`src/rtl/comm_pkg.sv`:
```
// Shared comm definitions used by the packet transmitter and the receiver:
// message type codes, framing lengths, CRC-32 constants and the TX FSM state type.
package comm_pkg;

   localparam int unsigned MAX_PAYLOAD_DEF = 52;  // 60-byte buffer minus header and CRC
   localparam int unsigned HDR_LEN         = 4;
   localparam int unsigned CRC_LEN         = 4;

   localparam logic [7:0] MSG_INFO        = 8'd0;
   localparam logic [7:0] MSG_INVALID     = 8'd1;
   localparam logic [7:0] MSG_ACK         = 8'd2;
   localparam logic [7:0] MSG_RESEND      = 8'd3;
   localparam logic [7:0] MSG_PUSH_JOB    = 8'd4;
   localparam logic [7:0] MSG_QUEUE_JOB   = 8'd5;
   localparam logic [7:0] MSG_NONCE_FOUND = 8'd6;

   localparam logic [31:0] CRC32_POLY = 32'hEDB88320;  // reflected
   localparam logic [31:0] CRC32_INIT = 32'hFFFFFFFF;

   typedef enum logic [1:0] {StIdle, StHdr, StPay, StCrc} tx_state_e;

endpackage

```
`src/rtl/crc32_byte.sv`:
```
// Combinational CRC-32 (reflected) update for one byte, LSB first.
// Ports: crc      - current CRC register value
//        data     - byte to fold in
//        crc_next - CRC after the byte
module crc32_byte
   import comm_pkg::*;
(
   input  logic [31:0] crc,
   input  logic [7:0]  data,
   output logic [31:0] crc_next
);

   always_comb begin
      crc_next = crc ^ {24'h000000, data};
      for (int i = 0; i < 8; i++) begin
         crc_next = crc_next[0] ? ((crc_next >> 1) ^ CRC32_POLY) : (crc_next >> 1);
      end
   end

endmodule

```
`src/rtl/comm_pkt_tx.sv`:
```
// Packet transmitter: frames a request as LEN, 0, 0, TYPE, payload, CRC-32 (LSB first)
// and writes it byte by byte into the UART TX FIFO, honouring tx_busy back-pressure.
// Ports: comm_clk/reset_n  - clock, synchronous active-low reset
//        req_*             - request handshake, type, length and payload (byte 0 in [7:0])
//        tx_busy           - FIFO cannot take a byte this cycle
//        tx_we/tx_data     - byte write strobe and data to the FIFO
//        err_len           - pulse: request rejected for oversize length
//        pkt_done          - pulse with the last CRC byte's write strobe
module comm_pkt_tx
   import comm_pkg::*;
#(
   parameter int unsigned MAX_PAYLOAD = MAX_PAYLOAD_DEF
) (
   input  logic                     comm_clk,
   input  logic                     reset_n,
   input  logic                     req_valid,
   output logic                     req_ready,
   input  logic [7:0]               req_type,
   input  logic [7:0]               req_len,
   input  logic [MAX_PAYLOAD*8-1:0] req_payload,
   input  logic                     tx_busy,
   output logic                     tx_we,
   output logic [7:0]               tx_data,
   output logic                     err_len,
   output logic                     pkt_done
);

   localparam logic [7:0] MaxLen  = 8'(MAX_PAYLOAD);
   localparam logic [7:0] HdrLast = 8'(HDR_LEN - 1);
   localparam logic [7:0] CrcLast = 8'(CRC_LEN - 1);

   tx_state_e                state_q, state_d;
   logic [7:0]               idx_q, idx_d;
   logic [31:0]              crc_q, crc_d, crc_nxt;
   logic [7:0]               type_q, type_d;
   logic [7:0]               len_q, len_d;
   logic [MAX_PAYLOAD*8-1:0] pay_q, pay_d;
   logic                     err_q, err_d;

   crc32_byte u_crc (
      .crc      (crc_q),
      .data     (tx_data),
      .crc_next (crc_nxt)
   );

   // Byte emission; gating with reset_n keeps a reset cycle from writing a stray byte.
   always_comb begin
      req_ready = (state_q == StIdle);
      tx_we     = (state_q != StIdle) && !tx_busy && reset_n;
      tx_data   = 8'h00;
      unique case (state_q)
         StIdle: tx_data = 8'h00;
         StHdr: begin
            case (idx_q[1:0])
               2'd0:    tx_data = len_q + 8'd8;
               2'd3:    tx_data = type_q;
               default: tx_data = 8'h00;
            endcase
         end
         StPay: tx_data = pay_q[7:0];
         StCrc: tx_data = crc_q[{idx_q[1:0], 3'b000} +: 8];
      endcase
      pkt_done = tx_we && (state_q == StCrc) && (idx_q == CrcLast);
   end

   always_comb begin
      state_d = state_q;
      idx_d   = idx_q;
      crc_d   = crc_q;
      type_d  = type_q;
      len_d   = len_q;
      pay_d   = pay_q;
      err_d   = 1'b0;
      unique case (state_q)
         StIdle: begin
            if (req_valid) begin
               if (req_len > MaxLen) begin
                  err_d = 1'b1;  // handshake completes, nothing is sent
               end else begin
                  state_d = StHdr;
                  idx_d   = 8'd0;
                  crc_d   = CRC32_INIT;
                  type_d  = req_type;
                  len_d   = req_len;
                  pay_d   = req_payload;
               end
            end
         end
         StHdr: begin
            if (tx_we) begin
               crc_d = crc_nxt;
               if (idx_q == HdrLast) begin
                  idx_d   = 8'd0;
                  state_d = (len_q == 8'd0) ? StCrc : StPay;
               end else begin
                  idx_d = idx_q + 8'd1;
               end
            end
         end
         StPay: begin
            if (tx_we) begin
               crc_d = crc_nxt;
               pay_d = pay_q >> 8;
               if (idx_q == len_q - 8'd1) begin
                  idx_d   = 8'd0;
                  state_d = StCrc;
               end else begin
                  idx_d = idx_q + 8'd1;
               end
            end
         end
         StCrc: begin
            // CRC register is frozen here; its bytes are the trailer.
            if (tx_we) begin
               if (idx_q == CrcLast) begin
                  idx_d   = 8'd0;
                  state_d = StIdle;
               end else begin
                  idx_d = idx_q + 8'd1;
               end
            end
         end
      endcase
   end

   always_ff @(posedge comm_clk) begin
      if (!reset_n) begin
         state_q <= StIdle;
         idx_q   <= 8'd0;
         crc_q   <= CRC32_INIT;
         type_q  <= 8'd0;
         len_q   <= 8'd0;
         pay_q   <= '0;
         err_q   <= 1'b0;
      end else begin
         state_q <= state_d;
         idx_q   <= idx_d;
         crc_q   <= crc_d;
         type_q  <= type_d;
         len_q   <= len_d;
         pay_q   <= pay_d;
         err_q   <= err_d;
      end
   end

   assign err_len = err_q;

endmodule

```
`config.mk`:
```
export PLATFORM = sky130hd
export DESIGN_NAME = comm_pkt_tx
export DESIGN_NICKNAME = d
export VERILOG_FILES = /design/src/rtl/comm_pkg.sv /design/src/rtl/crc32_byte.sv /design/src/rtl/comm_pkt_tx.sv
export SDC_FILE = /design/constraint.sdc
export NUM_CORES = 1
export LEC_CHECK = 0
export BUFFER_PORTS_ARGS = -buffer_cell sky130_fd_sc_hd__buf_2
export CAP_MARGIN = 5
export CORE_ASPECT_RATIO = 1.4
export CORE_MARGIN = 4
export CORE_UTILIZATION = 55
export DETAILED_ROUTE_END_ITERATION = 16
export PLACE_DENSITY = 0.8
export SYNTH_ARGS = -nofsm -noshare
export SYNTH_HDL_FRONTEND = slang
export SYNTH_SLANG_ARGS = --single-unit
export TNS_END_PERCENT = 20
```
`constraint.sdc`:
```
create_clock -name comm_clk -period 4.1 [get_ports comm_clk]
set_clock_uncertainty 0.05 [all_clocks]
set_input_delay 0.205 -clock comm_clk [delete_from_list [all_inputs] [get_ports comm_clk]]
set_output_delay 0.205 -clock comm_clk [all_outputs]
set_load 0.03 [all_outputs]
```
==> out/metrics.csv <==
stage,metric,value,unit
outcome,status,"finished, final reports clean",
global_route,grt ovf,0,
setup_path,crit-path max FO,166,
synth,post-synth top area share,43.6,%
clock_tree,Root Buffer,clkbuf_16,
clock_tree,Clock Path Buffers,3,
die,die area,43000,um^2
synth,cell taking the most area after synthesis,dfxtp_1,
die,num ports,448,
drt,WL/cell,21.5,um
clock_tree,CTS sink count,475,
cells_and_area,synth-to-layout area growth,36.4,%
setup_path,Stages on worst setup path,9,
global_route,first-pass GRT wire length,118000,um
setup_path,crit-path leading delay family,buffers and inverters,
synth,Synth async-reset ratio,0,%
synth,Post-synth EDFFs,0,
drt,initial drt markers,1613,
global_route,initial antenna violation count,21,
placed_design,gpl congestion,0.950,
timing,f_max,277,MHz
timing,post-route setup TNS,0,ps
setup_path,r2r worst-path depth,9,
setup_path,CP required,4490,ps
setup_path,CP peak stage delay,530,ps
hold_path,worst hold path class,in -> reg,
cells_and_area,# fillers,2271,
die,die width,176,um
timing,Tightest Pin Transition,954,ps
pwr,Leak,10.8,nW
setup_path,Crit Path Category,reg -> reg,
synth,Netlist cell types,60,
synth,Main synth FF type,dfxtp_1,
timing,unrepaired setup endpoints after global routing,no,
synth,most common cell in the netlist,dfxtp_1,
synth,register area share after synthesis,43.6,%
drt,via count,21200,
synth,"top cells by area, synth","dfxtp_1 (44%), mux2i_1 (19%), a211oi_1 (14%), nor2_1 (7.6%), xnor2_1 (2.2%)",
timing,Hold WS,6.50,ps
hold_path,Hold Path Stages,3,
die,row count,86,
setup_path,Worst Setup EP,pay_q[313]$_SDFFE_PN0P_,
drt,Post-DRT Antenna Nets,0,
global_route,vias in the first global route,21700,
timing,final setup fails,0,
synth,Yosys warning total,0,
setup_path,CP Launch Type,flop,
synth,cells after synthesis,2289,
setup_path,Worst R2R Setup Slack,490,ps
timing,Final Hold Viols,0,
placed_design,IO Port Bufs,447,
setup_path,CP bufs+invs,3,
cells_and_area,final net count,3452,
setup_path,worst r2r src,state_q[0]$_SDFFE_PN0P_,
drt,final wirelength,77100,um
synth,Post-Synthesis Cell Area,21800,um^2
setup_path,Worst R2R End,pay_q[313]$_SDFFE_PN0P_,
global_route,largest net degree at the start of global routing,204,
die,DIE HEIGHT,244,um
pwr,Peak VDD IR,0.604,mV
timing,minimum clock period,3610,ps
synth,syn_area_per_cell,9.54,um^2
clock_tree,clk_lat worst skew,560,ps
synth,syn_nets,2735,
global_route,Total Routing Usage GR,33.9,%
job,maxcap violations,0,
setup_path,CP startpoint,state_q[0]$_SDFFE_PN0P_,
setup_path,crit path max-delay cell type,buf_12,
die,core box area,39300,um^2
cells_and_area,Post-Route Utilization,75.8,%
setup_path,CP Cell Sequence,inv_1 -> ha_1 -> nor2_1 -> nand2_1 -> a211oi_4 -> buf_12 -> buf_12 -> nor2_1 -> a211oi_1,
cells_and_area,layout cells sized above 1,18.9,%
pwr,pwr/cell area,600,nW/um^2
placed_design,Cells after DPL,3080,
die,Initial Util,55.6,%
clock_tree,Clock transition at path regs,70,ps
synth,post-synthesis register bit count,475,
drt,drt pass-1 iters,7,
placed_design,HPWL after DPL,41400,um
clock_tree,H-tree depth,2,
cells_and_area,Post-Layout Cell Count,3591,
clock_tree,cts repair resizes,0,
synth,most instantiated cells after synthesis,"dfxtp_1 (475), nor2_1 (443), mux2i_1 (420)",
clock_tree,CTS tree,yes,
drt,Via density,5.91,
clock_tree,CTS buffer count,45,
clock_tree,cts-stage hold buffer count,407,
setup_path,CP Data Arrival Time,3990,ps
clock_tree,"Setup Fix Bufs, Post-CTS",0,
timing,relative slew slack,36.4,%
setup_path,CP Capture Type,flop,
timing,"Slew Viols, Final",0,
timing,final period utilization,88.0,%
drt,DRC,0,
## flip-flops by register name (all words and copies together) (netlist names)
register  flops
pay_q       416
type_q        8
state_q       2
idx_q         8
crc_q        32
len_q         8
err_len       1
## cells in the final DEF, fill, tap and decap left out, types with 10 or more instances in the layout
cell / netlist / routed
dfxtp_1: 475 / 475
buf_2: 76 / 447
nor2_1: 443 / 443
mux2i_1: 420 / 420
a211oi_1: 411 / 410
dlygate4sd3_1: 0 / 407
nand2_1: 62 / 62
xnor2_1: 54 / 54
clkbuf_16: 0 / 46
a21oi_1: 43 / 43
diode_2: 0 / 23
o22ai_1: 16 / 16
buf_4: 1 / 15
inv_1: 13 / 13
nand3_1: 12 / 12
buf_12: 0 / 12
clkbuf_8: 0 / 11
xor2_1: 10 / 10
## worst min-delay path, stage by stage
cell	delay (ps)
buf_2	120
mux2i_1	140
a211oi_1	90
## metrics by stage
step                setup slack, ps  power (mW)  instance area, um^2
floorplan                       837        11.5                21800
global placement                879        12.5                24200
detailed placement              770        12.8                24200
CTS                             746        17.3                29700
global route                    108        18.8                29800
finish                          492        17.9                29800
## report_power, final
| part | leakage, nW | internal, mW | total, mW | switching (mW) |
|---|---|---|---|---|
| clock network | 0.721 | 2.33 | 4.20 | 1.87 |
| logic | 6.19 | 2.56 | 6.35 | 3.79 |
| registers | 3.90 | 6.23 | 7.32 | 1.08 |
| total | 10.8 | 11.1 | 17.9 | 6.74 |
## metal layers
| metal | GRT usage (%) | vias up | wire [um] |
|---|---|---|---|
| met5 | 0 | - | 32 |
| met1 | 36.5 | 9838 | 27500 |
| met3 | 7.29 | 432 | 5350 |
| met4 | 23.9 | 6 | 6380 |
| met2 | 58.7 | 1188 | 37800 |
| li1 | - | 9754 | - |
## cells by family after synthesis
kind of cell,Yosys count,share of synthesized area [%]
muxes,423,19.6
buffers and inverters,225,4.46
xor gates and xnor gates,81,4.14
and+or+nand+nor,556,10.2
adders and majority gates,10,0.573
AOI/OAI and AO/OA,519,17.5
DFF,475,43.6
## how the worst min path moves through the flow
stage / start / to / slack (ps)
3_3_place_gp: pay_q[413]$_SDFFE_PN0P_ / pay_q[413]$_SDFFE_PN0P_ / 390
6_report: req_payload[261] / pay_q[261]$_SDFFE_PN0P_ / 7
3_5_place_dp: pay_q[414]$_SDFFE_PN0P_ / pay_q[414]$_SDFFE_PN0P_ / 400
4_1_cts: req_payload[261] / pay_q[261]$_SDFFE_PN0P_ / 0.03
5_1_grt: req_payload[261] / pay_q[261]$_SDFFE_PN0P_ / 0.9
2_1_floorplan: req_type[3] / type_q[3]$_SDFFE_PN0P_ / 290
## layout make-up
cell class	instances	area, um^2	share of cell area [%]
Inverter	14	60.1	0.202
Timing Repair Buffer	881	6660	22.4
Multi-Input combinational cell	1589	11400	38.2
Antenna cell	23	57.6	0.193
Sequential cell	475	9510	31.9
Tap cell	528	661	2.22
Clock inverter	15	124	0.416
Clock buffer	66	1340	4.49
Note: power is estimated with default switching activity, not from simulation.
